--- config.mk ---
export PLATFORM = sky130hd
export DESIGN_NAME = adc_sequencer
export DESIGN_NICKNAME = d
export VERILOG_FILES = /design/src/rtl/adc_sequencer.sv
export SDC_FILE = /design/constraint.sdc
export NUM_CORES = 1
export LEC_CHECK = 0
export BUFFER_PORTS_ARGS = -buffer_cell sky130_fd_sc_hd__clkbuf_2
export CELL_PAD_IN_SITES_DETAIL_PLACEMENT = 0
export CELL_PAD_IN_SITES_GLOBAL_PLACEMENT = 1
export CORE_MARGIN = 4
export CORE_UTILIZATION = 30
export CTS_BUF_LIST = sky130_fd_sc_hd__clkbuf_2
export CTS_CLUSTER_DIAMETER = 200
export DETAILED_ROUTE_END_ITERATION = 12
export GPL_ROUTABILITY_DRIVEN = 0
export GPL_TIMING_DRIVEN = 0
export PLACE_DENSITY_LB_ADDON = 0.1
export REMOVE_ABC_BUFFERS = 1
export SYNTH_ARGS = -nofsm -noshare
export SYNTH_HDL_FRONTEND = slang
export SYNTH_SLANG_ARGS = --single-unit
--- constraint.sdc ---
create_clock -name i_clk -period 4.7 [get_ports i_clk]
set_input_delay 0.235 -clock i_clk [delete_from_list [all_inputs] [get_ports i_clk]]
set_output_delay 0.235 -clock i_clk [all_outputs]
set_load 0.005 [all_outputs]
--- src/rtl/adc_sequencer.sv ---
// adc_sequencer: periodic AD7983 trigger sequencer with power-of-two sample averaging,
// conversion timeout and sticky overrun/missed/timeout flags.
module adc_sequencer #(
  parameter int TIMEOUT    = 64,
  parameter int MIN_PERIOD = 32
) (
  input  logic        i_clk,
  input  logic        i_rst_n,
  input  logic        i_enable,
  input  logic [15:0] i_period,
  input  logic [2:0]  i_avg_log2,
  input  logic        i_clear_flags,
  output logic        o_adc_start,
  input  logic        i_adc_rdy,
  input  logic [15:0] i_adc_sample,
  output logic        o_out_valid,
  input  logic        i_out_ready,
  output logic [15:0] o_out_data,
  output logic        o_busy,
  output logic        o_overrun,
  output logic        o_missed,
  output logic        o_timeout
);
  typedef enum logic [1:0] {S_IDLE, S_TRIG, S_WAIT} state_t;
  state_t      r_state, w_next;
  logic [15:0] r_cnt, r_timer, r_out_data, w_eff;
  logic [19:0] r_acc, w_acc_sum;
  logic [4:0]  r_num, w_num_inc;
  logic [2:0]  r_lat;
  logic        r_rdy_q, r_out_valid, r_overrun, r_missed, r_timeout;
  logic        w_tick, w_edge, w_done, w_abort, w_load, w_flush;
  assign w_eff     = (i_period < 16'(MIN_PERIOD)) ? 16'(MIN_PERIOD) : i_period;
  assign w_tick    = i_enable && (r_cnt == 16'd0);
  assign w_edge    = i_adc_rdy && !r_rdy_q;
  assign w_acc_sum = r_acc + {4'd0, i_adc_sample};
  assign w_num_inc = r_num + 5'd1;
  assign w_done    = (r_state == S_WAIT) && w_edge;
  // A sample edge arriving in the last timer cycle still counts; the abort only fires without one.
  assign w_abort   = (r_state == S_WAIT) && !w_edge && (r_timer == 16'(TIMEOUT - 1));
  assign w_load    = w_done && (w_num_inc == (5'd1 << r_lat));
  assign w_flush   = w_load || w_abort || ((r_state == S_IDLE) && !i_enable);
  always_comb begin
    w_next = r_state;
    w_next = (r_state == S_IDLE) ? (w_tick ? S_TRIG : S_IDLE) :
             (r_state == S_TRIG) ? S_WAIT :
             (w_done || w_abort) ? S_IDLE : S_WAIT;
  end
  always_ff @(posedge i_clk or negedge i_rst_n) begin
    if (!i_rst_n) begin
      r_state     <= S_IDLE;
      r_cnt       <= '0;
      r_timer     <= '0;
      r_acc       <= '0;
      r_num       <= '0;
      r_lat       <= '0;
      r_rdy_q     <= 1'b0;
      r_out_data  <= '0;
      r_out_valid <= 1'b0;
      r_overrun   <= 1'b0;
      r_missed    <= 1'b0;
      r_timeout   <= 1'b0;
    end else begin
      r_state <= w_next;
      r_rdy_q <= i_adc_rdy;
      r_cnt   <= !i_enable ? 16'd0 : w_tick ? w_eff - 16'd1 : r_cnt - 16'd1;
      if (r_state == S_TRIG) begin
        r_timer <= '0;
        if (r_num == 5'd0) r_lat <= (i_avg_log2 > 3'd4) ? 3'd4 : i_avg_log2;
      end else if (r_state == S_WAIT) begin
        r_timer <= r_timer + 16'd1;
      end
      if (w_flush) begin
        r_acc <= '0;
        r_num <= '0;
      end else if (w_done) begin
        r_acc <= w_acc_sum;
        r_num <= w_num_inc;
      end
      if (w_load) r_out_data <= 16'(w_acc_sum >> r_lat);
      r_out_valid <= w_load || (r_out_valid && !i_out_ready);
      r_overrun   <= (w_load && r_out_valid && !i_out_ready) || (r_overrun && !i_clear_flags);
      r_missed    <= (w_tick && (r_state != S_IDLE)) || (r_missed && !i_clear_flags);
      r_timeout   <= w_abort || (r_timeout && !i_clear_flags);
    end
  end
  assign o_adc_start = (r_state == S_TRIG);
  assign o_busy      = (r_state != S_IDLE);
  assign o_out_valid = r_out_valid;
  assign o_out_data  = r_out_data;
  assign o_overrun   = r_overrun;
  assign o_missed    = r_missed;
  assign o_timeout   = r_timeout;
endmodule

---- Word level (Yosys, flattened, before mapping) ----
Index checks and enable logic that the tools add are counted.
word-level totals
  register bits ........................... 83
  input bits .............................. 41
  output and inout bits ................... 22
  word-level logic and storage cells ...... 72
cells by class
  add/sub/neg operators ................... 5
  order comparisons ....................... 2
  eq/ne operators ......................... 4
  shifts and indexed selects .............. 2
  muxes and demuxes ....................... 14
  reduce and logical (&&, ||, !) cells .... 33
operator list
  cell                     number
  $mux W16                 5
  $mux W20                 2
  $sub A16 B1 Y16 const B  2
  $add A20 B16 Y20         1
  $shr A20 B3 Y16          1
  $add A16 B1 Y16 const B  1
  $eq A16 B6 Y1 const B    1
  $logic_not A16 Y1        1
  $lt A16 B6 Y1 const B    1
  $logic_and A1 B1 Y1      14
  $mux W5                  2
  $logic_or A1 B1 Y1       7
  $mux W2                  3
  $reduce_bool A2 Y1       3
  $add A5 B1 Y5 const B    1
  $eq A5 B5 Y1             1
  $logic_not A1 Y1         5
  $logic_not A5 Y1         1
  $shl A1 B3 Y5 const A    1
  $gt A3 B3 Y1 const B     1
  $mux W3                  1
  $eq A2 B1 Y1 const B     1
  $eq A2 B2 Y1 const B     1
  $logic_not A2 Y1         1
  2 further kinds          2

---- Depth between registers and ports, before layout ----
Gate-level depths: netlist (run 1).
  depth in word-level cells ............... 9
  depth in mapped cells ................... 14
  gate-level depth less buffers ........... 13

---- Worst setup path after synthesis (run 1) ----
OpenSTA, ideal clock, no wires.
  path kind ............................... input to register
  start ................................... in i_period[10]
  end ..................................... reg r_cnt[10]
  library setup time ...................... 82 ps
  arrival ................................. 2748 ps
  data required time ...................... 4618 ps
  setup slack ............................. 1870 ps
  cell stages on the path ................. 13
  buffers on the path ..................... 0
  cell sequence ........................... nor4_1 > nand3_1 > nor2_1 > nor2_1 > a21oi_1 > ha_1 > nand2_1 > nor2_1 > o21ai_2 > nand3b_4 > or3_4 > or4b_1 > a31oi_1
on the way
  longest elaborated chain between the ends .. 5
ends and longest elaborated chain
  item                        RTL line  text
  start, declared             10        input logic [15:0] i_period,
  $lt A16 B6 Y1               32        assign w_eff = (i_period < 16'(MIN_PERIOD)) ? 16'(MIN_PERIOD) : i_period;
  $mux W16 (*)                32
  $sub A16 B1 Y16 (*)         65        r_cnt <= !i_enable ? 16'd0 : w_tick ? w_eff - 16'd1 : r_cnt - 16'd1;
  $mux W16 (*) (2 in series)  65
  end signal, assigned        65
  end, declared               26        logic [15:0] r_cnt, r_timer, r_out_data, w_eff;
Mark *: on every way between the ends. The rest lies on a longest branch, timed or not.
A chain may end at the register's enable or synchronous reset.

---- Final worst setup path (run 1) ----
  start ................................... reg r_lat[0]
  end ..................................... reg r_overrun (netlist: o_overrun)
on the way
  longest elaborated chain between the ends .. 6
ends and longest elaborated chain
  item                               RTL line  text
  start, declared                    29        logic [2:0] r_lat;
  start signal, assigned             68        if (r_num == 5'd0) r_lat <= (i_avg_log2 > 3'd4) ? 3'd4 : i_avg_log2;
  $shl A1 B3 Y5                      40        assign w_load = w_done && (w_num_inc == (5'd1 << r_lat));
  $eq A5 B5 Y1                       40
  $logic_and A1 B1 Y1                40
  $logic_and A1 B1 Y1 (2 in series)  81        r_overrun <= (w_load && r_out_valid && !i_out_ready) || (r_overrun && !i_clear_flags);
  $logic_or A1 B1 Y1                 81
  end signal, assigned               81
  end, declared                      30        logic r_rdy_q, r_out_valid, r_overrun, r_missed, r_timeout;
Every way passes these cells.

==> reports/results.tsv, run 1 <==
metric	value	unit
max-cap-violations	0	
wl_met3	835	um
dp_hpwl	12.60	mm
critPathLaunchType	flip-flop	
grt_pass1_wl	27.60	mm
rsz0062_at_grt	no	
tightest_slew	1.154	ns
routed.top_layer	met4	
hold_class	in2async	
ctsResizeCount	0	
cts.htree.levels	3	
drtIter0Drc	215	
post-route-util	35.97	%
worst_path_max_delay_cell	dfrtp_1	
p_leak	3.030	nW
synth_seq_area_share	35.27	%
end_kind	flip-flop	
fp.dieW	148.1	um
track_usage	15.61	%
coreArea	0.01902	mm^2
drv_slew	0	
synth_enable_flop_cells	0	
cp_max_fo	29	
grt_max_degree	58	
insertion_delay	0.62	ns
multi_input_area	0.003568	mm^2
skew	0.04670	ns
core.rowCount	50	
ant_nets	0	
synthArstFlopShare	100.0	%
max_slew_margin	23.07	%
layout.nets	801	
postPlaceCellArea	0.006439	mm^2
final_cells	1002	
antenna_found_initial	1	
cp.required	5.25	ns
drcViolationCount	0	
die_height	148.1	um
cp.arrival	4.41	ns
wl_met1	8.315	mm
max_stage_delay	1.16	ns
clk_path_buf_depth	2	
synth_top_area_share	35.27	%
ys_ff_latch	83	
r2r_cells	7	
port_buffers	62	
cellPowerDensity	509.2	mW/mm^2
cts_setup_buffers	0	
vias	5166	
cts_buffers	9	
ios	63	
synth_commonest_cells	dfrtp_1, nor2_1, nand2_1	
clockRootBuffer	clkbuf_2	
ys.flop_type	dfrtp_1	
regArea	0.002077	mm^2
netlist_area	0.005888	mm^2
ys.warnings.count	0	
clk_pin_slew_worst_paths	0.28	ns
routedWlPerCell	16.84	um
fmax	258.8	MHz
synth_area_per_cell	8.828	um^2
cts.sinks	83	
design_area	0.006840	mm^2
rrSetupSlack	0.84	ns
status	finished, final reports clean	
fin_crit_sh	82.21	%
finalHoldViolations	0	
synth.area.top_cells	dfrtp_1, ha_1, nor2_1	
initial_utilization	30.96	%
area_growth	16.17	%
worstReg2RegStart	r_lat[0]	
vdd_ir_drop_max	0.2705	mV
drt-pass1-iter-count	4	
r2r_end	o_overrun	
die_area	0.02193	mm^2
ys_types	81	
finalSetupViolCount	0	
total_power	3.483	mW
fin_hold_ws	0.06500	ns
yosys.area.top_type	dfrtp_1	
min_period	3.864	ns
drt-total-wl	16.87	mm
synth.most_common_cell	dfrtp_1	
cp-endpoint	o_overrun	
place_ws	0.9831	ns
setup.worst_path.start	r_lat[0]	
layout-drive-gt1-share	16.87	%
met2_length	7.603	mm
synthCells	667	
cts_tree	done	
fill_cells	2042	
setup_tns	0	ns
worstSetupPathType	reg2reg	
layout_setup_ws	0.8363	ns
dp_cells	962	
cp_cell_sequence	inv_1, o21ai_0, a21oi_1, a211o_1, or2_1, o22ai_1, dlygate4sd3_1	
cts_hold_repair.buffers	23	
grt_pass1_vias	5112	
vias_per_cell	5.156	
grt_overflow	0	
-- registers in the layout, summed over array words and instances (netlist names) --
register / count
r_acc: 20
o_out_data: 16
r_cnt: 16
r_timer: 16
r_num: 5
r_lat: 3
r_state: 2
o_missed: 1
o_out_valid: 1
o_overrun: 1
o_timeout: 1
r_rdy_q: 1
-- metal layers --
layer,vias to the layer above,GRT usage (%)
li1,2575,-
met1,2472,22.32
met2,112,24.64
met3,7,3.291
met4,0,2.956
met5,-,0
-- worst max-delay path, delay by kind of cell (launching register included) --
| kind | cells | cell delay (ns) |
|---|---|---|
| buffers and inverters | 2 | 1.13 |
| AOI/OAI and AO/OA | 4 | 0.92 |
| and+or+nand+nor | 1 | 0.58 |
| DFF | 1 | 1.16 |
-- area by class of cell --
class | count | area share (%)
Antenna cell | 1 | 0.03658
Timing Repair Buffer | 88 | 8.560
Multi-Input combinational cell | 524 | 52.17
Tap cell | 260 | 4.756
Sequential cell | 83 | 30.36
Clock buffer | 9 | 0.6585
Inverter | 30 | 1.646
Clock inverter | 7 | 1.811
-- cell families after synthesis --
logic type,share of synthesized area [%]
and+or+nand+nor,21.57
AOI/OAI and AO/OA,21.85
DFF,35.27
buffers and inverters,4.122
xor gates and xnor gates,5.652
muxes,6.311
adders and majority gates,5.227
-- placed cells by master, fill, tap and decap left out, drive strengths merged, types with 8 or more instances in the layout --
master / n
a22o: 9
a21oi: 53
nand4: 8
nor3: 13
ha: 23
xor2: 19
clkbuf: 71
a21o: 9
dlygate4sd3: 23
o21ai: 51
dfrtp: 83
nor4: 12
nand3: 18
or3: 13
nor2: 73
nand2: 64
inv: 31
and3: 9
mux4: 10
xnor2: 19
mux2i: 9
o211ai: 9
-- worst min path at each step --
stage	start	to	slack, ns	cells after the start
floorplan	i_rst_n	o_missed	-0.06	0
global placement	i_adc_rdy	r_rdy_q	0.36	1
detailed placement	i_rst_n	r_acc[5]	0.23	1
CTS	i_period[12]	r_cnt[13]	0.02	4
global route	i_period[12]	r_cnt[13]	0.01	4
finish	i_rst_n	r_acc[5]	0.06	2
-- power by group --
part,switching [mW],internal [mW]
Clock,0.301,0.234
Sequential,0.267,0.893
Combinational,0.999,0.789
Total,1.57,1.92
Note: power is estimated with default switching activity, not from simulation.
==> run 2, diff against run 1 <==
==> constraint.sdc (replaced) <==
create_clock -name i_clk -period 3.6 [get_ports i_clk]
set_input_delay 0.18 -clock i_clk [delete_from_list [all_inputs] [get_ports i_clk]]
set_output_delay 0.18 -clock i_clk [all_outputs]
set_load 0.005 [all_outputs]
==> reports/results.tsv, run 2 (synthesized netlist as in run 1, its figures left out) <==
metric	value	unit	change
min_from	i_period[6]		
r2r_cells	7		unchanged
cts_setup_buffers	0		unchanged
fp.dieW	148.1	um	unchanged
cts.sinks	83		unchanged
p_leak	3.042	nW	+0.42%
max_slew_margin	27.02	%	+4.0 points
cellPowerDensity	663.9	mW/mm^2	+30%
r2r_end	o_out_data[4]		
finalHoldViolations	0		unchanged
cts_tree	done		
vias	5194		+0.54%
finalSetupViolCount	0		unchanged
insertion_delay	0.62	ns	about the same
worstHoldPathCells	5		
skew	0.04480	ns	-0.001894 ns
die_area	0.02193	mm^2	unchanged
die_height	148.1	um	unchanged
worstHoldEndpoint	r_cnt[6]		
min_period	3.277	ns	-0.5872 ns
cp.required	4.15	ns	-1.10 ns
grt_pass1_wl	27.93	mm	+1.2%
worstSetupPathType	reg2reg		
top_register	r_acc		
final_cells	1006		+0.40%
port_buffers	62		unchanged
drv_slew	0		unchanged
clk_pin_slew_worst_paths	0.29	ns	about the same
post-route-util	36.20	%	+0.24 points
end_kind	flip-flop		
total_power	4.571	mW	+31%
antenna_found_initial	1		unchanged
ant_nets	0		unchanged
largest_register_ffs	20		unchanged
fin_hold_ws	0.03878	ns	-0.02622 ns
grt_overflow	0		unchanged
ios	63		unchanged
multi_input_area	0.003568	mm^2	unchanged
tightest_slew	1.095	ns	-0.05928 ns
clockRootBuffer	clkbuf_2		
coreArea	0.01902	mm^2	unchanged
drtIter0Drc	223		+3.7%
max-cap-violations	0		unchanged
area_growth	16.94	%	
rsz0062_at_grt	no		
track_usage	15.84	%	+0.23 points
cts.htree.levels	3		unchanged
critPathLaunchType	flip-flop		
drt-pass1-iter-count	5		+1
max_stage_delay	0.93	ns	-0.23 ns
final_common_cell	dfrtp_1		
vdd_ir_drop_max	0.3541	mV	+31%
cts_buffers	9		unchanged
worst_path_max_delay_cell	dfrtp_1		
fill_cells	2039		-0.15%
grt_max_degree	58		unchanged
dp_cells	962		unchanged
cp.arrival	3.82	ns	-0.59 ns
worstReg2RegStart	r_lat[2]		
fmax	305.2	MHz	+18%
cp_max_fo	25		-14%
rrSetupSlack	0.32	ns	-0.51 ns
fin_crit_sh	91.01	%	+8.8 points
initial_utilization	30.96	%	unchanged
hold_class	in2reg		
status	finished, final reports clean		
cp_cell_sequence	nor3b_1, a21oi_1, mux2i_1, mux2_2, or2_1, nor2_1, a221o_1		
final_cell_mix	dfrtp_1, nor2_1, clkbuf_2		
core.rowCount	50		unchanged
dp_hpwl	12.60	mm	unchanged
layout.nets	805		+0.50%
drt-total-wl	17.11	mm	+1.4%
drcViolationCount	0		unchanged
layout-drive-gt1-share	17.05	%	+0.18 points
clk_path_buf_depth	2		unchanged
vias_per_cell	5.163		+0.14%
regArea	0.002082	mm^2	+0.24%
grt_pass1_vias	5142		+0.59%
routedWlPerCell	17.01	um	+1.0%
## run 2: changes by cell type in the layout (fill, tap and decap cells not counted), sizes merged
cell         previous run  this run
dlygate4sd3            23        27
## run 2: worst max path at each step
stage,from,end,depth (start not counted)
floorplan,r_lat[0],r_acc[17],8
global placement,r_lat[0],r_acc[17],8
detailed placement,r_lat[0],o_out_data[10],8
CTS,r_lat[1],o_out_data[4],7
global route,r_lat[2],o_out_data[4],7
finish,r_lat[2],o_out_data[4],7
## run 2: final cells by class
cell class,count,area share (%)
diodes,1,0.03634
clock buffers,9,0.6542
clock inverters,7,1.799
flip-flops and latches,83,30.24
inverters,30,1.635
well taps,260,4.725
multi-input cells,524,51.83
repair buffers,92,9.086
## run 2: power breakdown
part / leakage (nW) / internal [mW] / switching (mW)
clock: 0.0931 / 0.305 / 0.393
sequential: 1.10 / 1.17 / 0.349
combinational: 1.85 / 1.04 / 1.31
## run 2: per-stage QoR
step	setup WS [ns]	instance area, um^2	setup TNS, ns
after floorplan	0.6916	5758	0
after global placement	-0.5349	6394	-7.938
after detailed placement	-0.1169	6439	-0.3317
after CTS	0.2149	6879	0
after global routing	0.05731	6885	0
final	0.3235	6885	0
## run 2: worst max-delay path, delay by kind of cell (launching register included)
| kind | cells | cell delay, ns |
|---|---|---|
| AOI/OAI and AO/OA | 2 | 0.44 |
| and+or+nand+nor | 3 | 1.48 |
| DFF | 1 | 0.93 |
| muxes | 2 | 0.36 |
## run 2: metal layers
layer  wire (um)  track usage (%)
met2        7721            24.98
met5           0                0
met4         115            2.956
met1        8641            22.72
met3         632            3.291
## run 2: what timing repair did
item | CTS | global route
setup endpoints to repair | 7 | 2
hold buffers | 27 | 0
endpoints found under the hold margin | 109 | 0
resized for setup | 1 | 2
==> run 3, diff against run 2 <==
--- a/config.mk
+++ b/config.mk
@@ -7,15 +7,16 @@
 export LEC_CHECK = 0
 export BUFFER_PORTS_ARGS = -buffer_cell sky130_fd_sc_hd__clkbuf_2
 export CELL_PAD_IN_SITES_DETAIL_PLACEMENT = 0
-export CELL_PAD_IN_SITES_GLOBAL_PLACEMENT = 1
+export CELL_PAD_IN_SITES_GLOBAL_PLACEMENT = 2
 export CORE_MARGIN = 4
 export CORE_UTILIZATION = 30
 export CTS_BUF_LIST = sky130_fd_sc_hd__clkbuf_2
 export CTS_CLUSTER_DIAMETER = 200
+export CTS_CLUSTER_SIZE = 40
 export DETAILED_ROUTE_END_ITERATION = 12
 export GPL_ROUTABILITY_DRIVEN = 0
 export GPL_TIMING_DRIVEN = 0
-export PLACE_DENSITY_LB_ADDON = 0.1
+export PLACE_DENSITY = 0.79
 export REMOVE_ABC_BUFFERS = 1
 export SYNTH_ARGS = -nofsm -noshare
 export SYNTH_HDL_FRONTEND = slang
==> reports/results.tsv, run 3 (synthesized netlist as in run 1, its figures left out) <==
metric	value	unit	change
status	finished, final reports clean		
multi_input_area	0.003568	mm^2	unchanged
layout_setup_ws	0.2954	ns	-0.02811 ns
setup_tns	0	ns	unchanged
worstSetupPathType	reg2reg		
end_kind	flip-flop		
tightest_slew	1.070	ns	-0.02486 ns
port_buffers	62		unchanged
drtIter0Drc	330		+48%
finalHoldViolations	0		unchanged
antenna_found_initial	1		unchanged
fmax	302.6	MHz	-0.85%
min_period	3.305	ns	+0.02811 ns
skew	0.04800	ns	+0.003199 ns
place_ws	-0.09277	ns	+0.02409 ns
cp_max_fo	8		-68%
insertion_delay	0.59	ns	-0.03 ns
clk_path_buf_depth	2		unchanged
critPathLaunchType	flip-flop		
max_slew_margin	28.68	%	+1.7 points
cts.sinks	83		unchanged
final_common_cell	dfrtp_1		
vdd_ir_drop_max	0.3078	mV	-13%
ios	63		unchanged
final_cell_mix	dfrtp_1, nor2_1, clkbuf_2		
clk_pin_slew_worst_paths	0.25	ns	-0.04 ns
combPwrFrac	53.0	%	+1.5 points
power_switching	2.002	mW	-2.5%
switching_share	45.07	%	+0.16 points
drt-total-wl	16.23	mm	-5.2%
core.rowCount	50		unchanged
track_usage	14.85	%	-0.98 points
fp.dieW	148.1	um	unchanged
area_growth	16.06	%	
cell_internal_pwr	2.439	mW	-3.1%
largest_register_ffs	20		unchanged
cts_buffers	9		unchanged
finalSetupViolCount	0		unchanged
clockPowerShare	12.4	%	-2.9 points
dp_cells	962		unchanged
routedWlPerCell	16.16	um	-5.0%
final_cells	1004		-0.20%
dp_hpwl	12.01	mm	-4.7%
p_leak	3.027	nW	-0.52%
pwr-share-seq	34.6	%	+1.3 points
cts_tree	done		
cp.arrival	3.86	ns	+0.04 ns
cts.htree.levels	3		unchanged
die_height	148.1	um	unchanged
cellPowerDensity	649.8	mW/mm^2	-2.1%
cp.required	4.16	ns	about the same
die_area	0.02193	mm^2	unchanged
initial_utilization	30.96	%	unchanged
drv_slew	0		unchanged
ant_nets	0		unchanged
max-cap-violations	0		unchanged
grt_pass1_wl	26.59	mm	-4.8%
drt-pass1-iter-count	5		unchanged
hold_class	in2reg		
grt_overflow	0		unchanged
vias_per_cell	5.208		+0.87%
fin_crit_sh	91.80	%	+0.78 points
rsz0062_at_grt	no		
clockRootBuffer	clkbuf_2		
regArea	0.002079	mm^2	-0.12%
vias	5229		+0.67%
grt_pass1_vias	4997		-2.8%
grt_max_degree	56		-3.4%
fin_hold_ws	0.07469	ns	+0.03591 ns
drcViolationCount	0		unchanged
coreArea	0.01902	mm^2	unchanged
layout.nets	804		-0.12%
fill_cells	2014		-1.2%
top_register	r_acc		
layout-drive-gt1-share	16.82	%	-0.22 points
-- run 3: cell types whose count changed in the layout (fill, tap and decap cells not counted) --
cell,before,now
bufinv_16,3,2
dfrtp_4,1,0
clkinv_2,0,1
or2_2,3,4
clkinvlp_4,1,0
dlygate4sd3_1,27,26
clkinv_1,1,3
buf_4,2,1
or2_1,1,0
dfrtp_2,1,2
buf_6,0,1
inv_6,2,0
-- run 3: stage by stage --
step	power [mW]	area [um^2]	util (%)
floorplan	3.166	5758	-
global placement	3.800	6394	33.62
detailed placement	3.836	6442	33.88
CTS	4.463	6830	35.91
global route	4.817	6834	35.93
finish	4.441	6834	35.93
-- run 3: final timing paths --
path,startpoint,endpoint,slack [ns],cells after the start
min,i_period[1],r_cnt[1],0.07,4
max reg2reg,r_cnt[1],r_cnt[11],0.30,8
min in group asynchronous,i_rst_n,r_acc[0],0.10,2
min reg2reg,o_out_data[1],o_out_data[1],0.51,2
max in group asynchronous,i_rst_n,r_lat[0],2.84,3
max,r_cnt[1],r_cnt[11],0.30,8
-- run 3: critical path, cell delays in order (launching register included) --
cell and delay, ns:
dfrtp_1 0.44, or4_4 0.58, nor4_2 0.34, and3_1 0.44
a21o_2 0.26, nand3_1 0.08, dlygate4sd3_1 0.56, nand2_1 0.06
dlygate4sd3_1 0.55
-- run 3: repair_timing --
action	4_1_cts	5_1_grt
endpoints found under the setup margin	8	3
cloned	0	0
hold endpoints to repair	106	0
buffers inserted	0	0
hold buffers	26	0
resized for setup	1	2
-- run 3: final cells by class --
class                           instances  share of cell area (%)
Sequential cell                        83                   30.43
Clock buffer                            9                  0.6591
Timing Repair Buffer                   91                   9.063
Tap cell                              260                   4.760
Inverter                               30                   1.648
Multi-Input combinational cell        524                   52.22
Antenna cell                            1                 0.03662
Clock inverter                          6                   1.190
-- run 3: per-layer routing --
layer / global-route usage [%] / up-vias / routed length (um) / share of wire [%]
met4: 3.741 / 0 / 176 / 1.1
met1: 22.03 / 2513 / 8194 / 50
met3: 2.529 / 13 / 619 / 3.8
met5: 0 / - / 0 / 0
met2: 22.52 / 121 / 7236 / 45
li1: - / 2582 / - / -
-- run 3: power groups by stage --
stage | Clock [mW] | Sequential (mW) | Combinational (mW)
after floorplan | 0 | 1.44 | 1.73
after global placement | 0 | 1.54 | 2.26
after detailed placement | 0 | 1.55 | 2.29
after CTS | 0.583 | 1.53 | 2.35
after global routing | 0.624 | 1.58 | 2.61
final | 0.552 | 1.54 | 2.35
